`src/rtl/fxfl_pkg.sv`:
```
// Shared definitions for the fixed/floating add/multiply front end:
// sequencer state encodings, operation select codes and the abort result.
package fxfl_pkg;

  typedef enum logic [2:0] {
    ST_IDLE      = 3'd0,
    ST_GOT_A     = 3'd1,
    ST_GOT_B     = 3'd2,
    ST_ISSUE     = 3'd3,
    ST_WAIT_DONE = 3'd4,
    ST_SHOW      = 3'd5
  } state_t;

  // op_sel is {fixed, mult}
  localparam logic [1:0] OP_FLA = 2'b00;
  localparam logic [1:0] OP_FLM = 2'b01;
  localparam logic [1:0] OP_FIA = 2'b10;
  localparam logic [1:0] OP_FIM = 2'b11;

  localparam logic [15:0] TIMEOUT_RESULT = 16'hFFFF;

endpackage

```
`src/rtl/btn_filter.sv`:
```
// Single-button 2-flop synchronizer plus stable-time filter; only used when
// the sequencer is built with BTN_DEBOUNCE_EN.
module btn_filter #(
  parameter logic [19:0] DB_CYCLES = 20'd500000
) (
  input  logic clk,
  input  logic rst,
  input  logic raw,
  output logic level
);

  logic        sync1_reg;
  logic        sync2_reg;
  logic        level_reg;
  logic [19:0] cnt_reg;

  always_ff @(posedge clk or negedge rst) begin
    if (!rst) begin
      sync1_reg <= 1'b0;
      sync2_reg <= 1'b0;
      level_reg <= 1'b0;
      cnt_reg   <= 20'd0;
    end else begin
      sync1_reg <= raw;
      sync2_reg <= sync1_reg;
      // Any bounce back to the current level restarts the stable-time count.
      if (sync2_reg == level_reg) begin
        cnt_reg <= 20'd0;
      end else if (cnt_reg >= DB_CYCLES - 20'd1) begin
        level_reg <= sync2_reg;
        cnt_reg   <= 20'd0;
      end else begin
        cnt_reg <= cnt_reg + 20'd1;
      end
    end
  end

  assign level = level_reg;

endmodule

```
`src/rtl/op_sequencer.sv`:
```
// Operand/operation sequencer for the add/multiply datapath: captures A, B and
// the op code from button presses, launches the unit and latches its response.
// Define BTN_DEBOUNCE_EN to insert a synchronizer/debounce filter per button.
module op_sequencer
  import fxfl_pkg::*;
#(
  parameter int          TIMEOUT_CYCLES = 16,
  parameter logic [19:0] DB_CYCLES      = 20'd500000
) (
  input  logic        clk,
  input  logic        rst,
  input  logic [15:0] sw,
  input  logic        btn_flA,
  input  logic        btn_flM,
  input  logic        btn_fiA,
  input  logic        btn_fiM,
  output logic [15:0] op_num1,
  output logic [15:0] op_num2,
  output logic [1:0]  op_sel,
  output logic        op_start,
  input  logic        op_done,
  input  logic [15:0] op_result,
  input  logic        op_overflow,
  output logic [15:0] result,
  output logic        overflow,
  output logic        timeout,
  output logic        busy,
  output logic [2:0]  state_out
);

  localparam logic [15:0] TERM_COUNT = 16'(TIMEOUT_CYCLES - 1);

  // Bit order: [0] flA, [1] flM, [2] fiA, [3] fiM
  logic [3:0] btn_raw;
  logic [3:0] btn_lvl;

  assign btn_raw = {btn_fiM, btn_fiA, btn_flM, btn_flA};

`ifdef BTN_DEBOUNCE_EN
  generate
    for (genvar gi = 0; gi < 4; gi++) begin : g_filter
      btn_filter #(
        .DB_CYCLES(DB_CYCLES)
      ) u_btn_filter (
        .clk  (clk),
        .rst  (rst),
        .raw  (btn_raw[gi]),
        .level(btn_lvl[gi])
      );
    end
  endgenerate
`else
  assign btn_lvl = btn_raw;
`endif

  state_t      state_reg;
  state_t      state_next;
  logic        any_btn;
  logic        any_prev_reg;
  logic        press;
  logic [15:0] cnt_reg;
  logic [15:0] num1_reg;
  logic [15:0] num2_reg;
  logic [1:0]  sel_reg;
  logic [15:0] result_reg;
  logic        overflow_reg;
  logic        timeout_reg;
  logic        term_hit;

  assign any_btn  = |btn_lvl;
  assign press    = any_btn & ~any_prev_reg;
  assign term_hit = (cnt_reg == TERM_COUNT);

  // State register
  always_ff @(posedge clk or negedge rst) begin
    if (!rst) begin
      state_reg <= ST_IDLE;
    end else begin
      state_reg <= state_next;
    end
  end

  // Next-state logic; presses are simply not looked at while busy
  always_comb begin
    state_next = state_reg;
    case (state_reg)
      ST_IDLE:      if (press) state_next = ST_GOT_A;
      ST_GOT_A:     if (press) state_next = ST_GOT_B;
      ST_GOT_B:     if (press) state_next = ST_ISSUE;
      ST_ISSUE:     state_next = ST_WAIT_DONE;
      ST_WAIT_DONE: if (op_done || term_hit) state_next = ST_SHOW;
      ST_SHOW:      if (press) state_next = ST_GOT_A;
      default:      state_next = ST_IDLE;
    endcase
  end

  // Operand, select, wait counter and response registers
  always_ff @(posedge clk or negedge rst) begin
    if (!rst) begin
      any_prev_reg <= 1'b0;
      num1_reg     <= 16'd0;
      num2_reg     <= 16'd0;
      sel_reg      <= OP_FLA;
      cnt_reg      <= 16'd0;
      result_reg   <= 16'd0;
      overflow_reg <= 1'b0;
      timeout_reg  <= 1'b0;
    end else begin
      any_prev_reg <= any_btn;
      case (state_reg)
        ST_IDLE, ST_SHOW: if (press) num1_reg <= sw;
        ST_GOT_A:         if (press) num2_reg <= sw;
        ST_GOT_B: begin
          // Plain OR of the held buttons: several at once merge, no priority.
          if (press) sel_reg <= {btn_lvl[2] | btn_lvl[3], btn_lvl[3] | btn_lvl[1]};
        end
        ST_ISSUE: begin
          timeout_reg <= 1'b0;
          cnt_reg     <= 16'd0;
        end
        ST_WAIT_DONE: begin
          // A done in the terminal-count cycle still counts as a completion.
          if (op_done) begin
            result_reg   <= op_result;
            overflow_reg <= op_overflow;
          end else if (term_hit) begin
            result_reg   <= TIMEOUT_RESULT;
            overflow_reg <= 1'b1;
            timeout_reg  <= 1'b1;
          end else begin
            cnt_reg <= cnt_reg + 16'd1;
          end
        end
        default: ;
      endcase
    end
  end

  // Outputs
  always_comb begin
    op_start  = (state_reg == ST_ISSUE);
    busy      = (state_reg == ST_ISSUE) || (state_reg == ST_WAIT_DONE);
    state_out = state_reg;
  end

  assign op_num1  = num1_reg;
  assign op_num2  = num2_reg;
  assign op_sel   = sel_reg;
  assign result   = result_reg;
  assign overflow = overflow_reg;
  assign timeout  = timeout_reg;

endmodule

```
`config.mk`:
```
export PLATFORM = sky130hd
export DESIGN_NAME = op_sequencer
export DESIGN_NICKNAME = d
export VERILOG_FILES = /design/src/rtl/fxfl_pkg.sv /design/src/rtl/btn_filter.sv /design/src/rtl/op_sequencer.sv
export SDC_FILE = /design/constraint.sdc
export NUM_CORES = 1
export LEC_CHECK = 0
export ABC_AREA = 1
export CAP_MARGIN = 20
export CORE_MARGIN = 2
export CORE_UTILIZATION = 47
export CTS_CLUSTER_SIZE = 24
export DETAILED_ROUTE_END_ITERATION = 6
export HOLD_SLACK_MARGIN = 0.06
export PLACE_DENSITY = 0.8
export SYNTH_ARGS = -nofsm -noshare
export SYNTH_HDL_FRONTEND = slang
export SYNTH_SLANG_ARGS = --single-unit
```
`constraint.sdc`:
```
create_clock -name clk -period 1.8 [get_ports clk]
set_input_delay 0.27 -clock clk [delete_from_list [all_inputs] [get_ports clk]]
set_output_delay 0.27 -clock clk [all_outputs]
set_load 0.01 [all_outputs]
```
Word level (Yosys, flattened, before mapping) --
Index checks and enable logic that the tools add are counted.
Word-level totals: flip-flop bits (word level) 72, input port bits 40, output and inout bits 57, word-level logic and storage cells 55
Cells by class: add/subtract/negate cells 1, eq/ne operators 13, mux-type cells 14, bitwise gates (word level) 4, reductions and logical operators 14
Operators by type and width (count):
- two-way mux 16 bit | 4
- case mux 16 bit (2 select lines) | 1
- adder 16 x 1 -> 16 bit (second input constant) | 1
- equality test 16 x 4 -> 1 bit (second input constant) | 1
- case mux 3 bit (5 select lines) | 1
- two-way mux 3 bit | 4
- != test 2 bit (second input constant) | 6
- AND reduction 2 bit | 4
- equality test 3 x 2 -> 1 bit (second input constant) | 2
- equality test 3 bit (second input constant) | 2
- AND reduction 3 bit | 2
- AND reduction 4 bit | 1
- nonzero test 2 bit | 2
- OR reduction 4 bit | 1
- equality test 3 x 1 -> 1 bit (second input constant) | 1
- logical NOT 3 bit | 1
- two-way mux 1 bit | 3
- logical OR 1 bit | 2
- != test 2 x 1 -> 1 bit (second input constant) | 1
- bitwise OR 1 bit | 2
- case mux 1 bit (2 select lines) | 1
- OR reduction 2 bit | 1
- AND 1 bit | 1
- inverter 1 bit | 1

Depth between registers and ports, before layout --
depth in word-level cells 4, depth in mapped cells 9, depth with buffers taken out 9

Worst setup path before layout --
OpenSTA, ideal clock, no wires.
path type reg2reg, from reg cnt_reg[0], to reg cnt_reg[0], library setup time 0.074 ns, data arrival time 1.479 ns, data required time 1.726 ns, slack 0.247 ns, stages on the path, launching flop included 9, path buffers 1, clock period less this slack 1.553 ns, path through dfrtp_1 -> ha_1 -> nand3_2 -> nor2_4 -> nand3_2 -> nand3_4 -> buf_6 -> nand2_1 -> o21ai_2
On the way: longest elaborated chain between the ends 4, elaborated cells between the ends (all ways) 7, those cells by class add/sub (1); eq/ne (2); mux (3); reduce/logical (1)
RTL lines:
- from (decl) | line op_sequencer.sv:61 | logic [15:0] cnt_reg;
- from (signal assigned) | line op_sequencer.sv:131 | cnt_reg <= cnt_reg + 16'd1;
- adder 16 x 1 -> 16 bit | line op_sequencer.sv:131
- two-way mux 16 bit | line op_sequencer.sv:126 | end else if (term_hit) begin
- two-way mux 16 bit | line op_sequencer.sv:123 | if (op_done) begin
- case mux 16 bit (2 select lines) | line op_sequencer.sv:110 | case (state_reg)
Parallel ways exist; a longest one is shown, timed or not. The select of a mux whose other input is x is not followed. A chain may end at the register's enable or synchronous reset.

Final worst setup path --
from reg state_reg[0] (netlist: state_out[0]), to out state_out[0]
RTL lines:
- from (decl) | line op_sequencer.sv:56 | state_t state_reg;
- from (signal assigned) | line op_sequencer.sv:79 | state_reg <= state_next;
- to (decl) | line op_sequencer.sv:28 | output logic [2:0] state_out
No word-level cell between the ends.

==> results.sh <==
export IMPL_core_region_area_um2=6794
export IMPL_track_usage=0.2089
export IMPL_async_reset_ff_frac=1.000
export IMPL_finalSetupViolCount=0
export IMPL_ant_nets=0
export IMPL_drt_iter0_drc=190
export IMPL_clk_path_buf_depth=2
export IMPL_instances_no_fill=610
export IMPL_grt_max_degree=73
export IMPL_cts_root_buf="clkbuf_8"
export IMPL_dr_pass1_iters=4
export IMPL_fin_nets=550
export IMPL_cap_violations=0
export IMPL_synth_top_area_frac=0.5471
export IMPL_netlist_top_cells_count="nand2_1 (96), nor2_1 (82), dfrtp_1 (72), o21ai_0 (40), inv_1 (38)"
export IMPL_power_density_nw_per_um2=1380
export IMPL_path_cells="buf_4 -> clkdlybuf4s50_1"
export IMPL_crit_arrival_ns=1.46
export IMPL_clock_sinks=72
export IMPL_gr_total_overflow=0
export IMPL_critPathBufInv=2
export IMPL_n_antenna_cell=0
export IMPL_ir_drop_mv=0.8234
export IMPL_synth_seq_cells=72
export IMPL_seq_area_frac_synth=0.5471
export IMPL_slew_headroom=0.7459
export IMPL_period_needed_ns=1.726
export IMPL_hpwl_um=5452
export IMPL_dieArea_um2=7692
export IMPL_place_gp_congestion=0.8793
export IMPL_synthDistinctLibCells=28
export IMPL_cts_buffers=9
export IMPL_place_ws_ns=0.1126
export IMPL_setup_slack_ns=0.07411
export IMPL_syn_area_um2=3293
export IMPL_io_pin_count=97
export IMPL_vias_per_cell=4.848
export IMPL_drive_gt1_frac=0.1051
export IMPL_syn_to_final_growth_pct=41.87
export IMPL_ys_warn_count=0
export IMPL_grt_pass1_wl_um=12680
export IMPL_wl_per_cell_um=12.67
export IMPL_cp_max_fo=5
export IMPL_portBuffers=96
export IMPL_rsz0062_at_grt="true"
export IMPL_die_h_um=87.71
export IMPL_crit_path_top_delay_cell="clkdlybuf4s50_1"
export IMPL_crit_family="buffers and inverters"
export IMPL_wl_um=7728
export IMPL_synthFlopType="dfrtp_1"
export IMPL_cts_htree_levels=3
export IMPL_synth_most_common_cell="nand2_1"
export IMPL_synthTopCellsByArea="dfrtp_1 (55%), nand2_1 (11%), nor2_1 (9.3%)"
export IMPL_critical_path_class="reg -> out"
export IMPL_die_x_um=87.71
export IMPL_synth_avg_cell_area_um2=8.274
export IMPL_clk_pin_slew_ns=0.07
export IMPL_holdWs_ns=0.4739
export IMPL_fmax_mhz=579.4
export IMPL_place_inst=589
export IMPL_cts_tree="yes"
export IMPL_grt_pass1_vias=2808
export IMPL_finalHoldViolations=0
export IMPL_min_period_over_period=0.9588
export IMPL_drc_errors=0
export IMPL_final_core_util=0.6877
export IMPL_synthCells=398
export IMPL_status="finished, final reports clean"
export IMPL_finalMaxSlewViolations=0
export IMPL_fp_row_count=30
export IMPL_end_kind="output pin"
export IMPL_clk_latency_ns=0.34
export IMPL_initial_core_util=0.4847
export IMPL_antenna_found_initial=0
export IMPL_min_path_type="in -> async"
export IMPL_worstMarginPinSlew_ns=0.3812
export IMPL_yosysTopAreaCell="dfrtp_1"
export IMPL_synth_net_count=439
export IMPL_power_mw=6.447
export IMPL_start_kind="flop"
export IMPL_vias=2957
export IMPL_max_stage_delay_ns=0.55
export IMPL_clock_skew_ns=0.01031
export IMPL_worstPathRequired_ns=1.53
export IMPL_leakagePower_nw=2.140
export IMPL_synth_edf_count=0
-- layout by cell type, fill, tap and decap left out, types with 2 or more instances in the layout --
cell type	instances
a21oi_1	5
buf_12	2
buf_4	10
clkbuf_8	9
clkdlybuf4s50_1	93
clkinv_4	2
dfrtp_1	70
dfrtp_2	2
inv_1	37
inv_2	3
nand2_1	96
nand2_2	3
nand3_1	19
nand3_4	4
nand4_1	6
nor2_1	82
nor2_4	2
o21ai_0	40
o21ai_2	8
-- stage by stage --
step | cell area [um2] | TNS (ns)
after global placement | 4389 | 0
final | 4672 | 0
after floorplan | 3293 | 0
after global routing | 4672 | -0.02572
after CTS | 4617 | 0
after detailed placement | 4389 | 0
-- what timing repair did --
action	4_1_cts	5_1_grt
gates cloned	0	1
pin swaps	0	1
hold buffers	1	0
endpoints found under the hold margin	72	0
gates resized for setup	6	5
setup buffers	1	2
setup endpoints to repair	2	8
-- worst paths after layout --
check                           depth (start not counted)    startpoint           end  slack, ns
min in group clk                                        2    op_num2[4]    op_num2[4]       0.49
worst min register to register                          2    op_num2[4]    op_num2[4]       0.49
worst max-delay path                                    2  state_out[0]  state_out[0]       0.07
max in group asynchronous                               3           rst     result[3]       1.02
worst min-delay path                                    3           rst   cnt_reg[13]       0.47
worst max register to register                          9  state_out[1]     result[3]       0.16
-- cell families (layout without fill, tap and decap cells) --
| family | after synthesis | in the layout | share of synthesized area |
|---|---|---|---|
| buffers and inverters | 51 | 166 | 0.06991 |
| DFF | 72 | 72 | 0.5471 |
| xor gates and xnor gates | 2 | 2 | 0.005320 |
| adders and majority gates | 1 | 1 | 0.003799 |
| AOI/OAI and AO/OA | 57 | 57 | 0.09764 |
| and+or+nand+nor | 215 | 216 | 0.2762 |
-- power by group --
part / leakage (nW) / switching, mW / internal, mW / total (mW)
combinational: 1.16 / 1.21 / 1.43 / 2.63
sequential: 0.888 / 0.342 / 2.20 / 2.54
clock: 0.0968 / 0.622 / 0.648 / 1.27
-- metal layers --
metal | global-route usage | up-vias | wire length [um]
met5 | 0 | - | 0
met4 | 0.08252 | 0 | 180
met3 | 0.05561 | 17 | 570
met2 | 0.3368 | 101 | 3662
met1 | 0.2697 | 1360 | 3315
li1 | - | 1479 | -
-- worst register-to-register path, stage by stage (launching register included) --
cell and delay, ns:
dfrtp_2 0.45, inv_2 0.10, nand2_2 0.07, nor2_4 0.10
buf_4 0.23, nand2_2 0.14, buf_6 0.20, nand2_8 0.13
nor2_1 0.06, nor2_1 0.10
-- area by class of cell --
class | count | area [um2]
Fill cell | 547 | 2122
Tap cell | 96 | 120.1
Clock inverter | 6 | 68.82
Timing Repair Buffer | 110 | 1094
Clock buffer | 10 | 127.6
Sequential cell | 72 | 1804
Multi-Input combinational cell | 276 | 1308
Inverter | 40 | 150.1
Power figures use the tool's default switching activity.
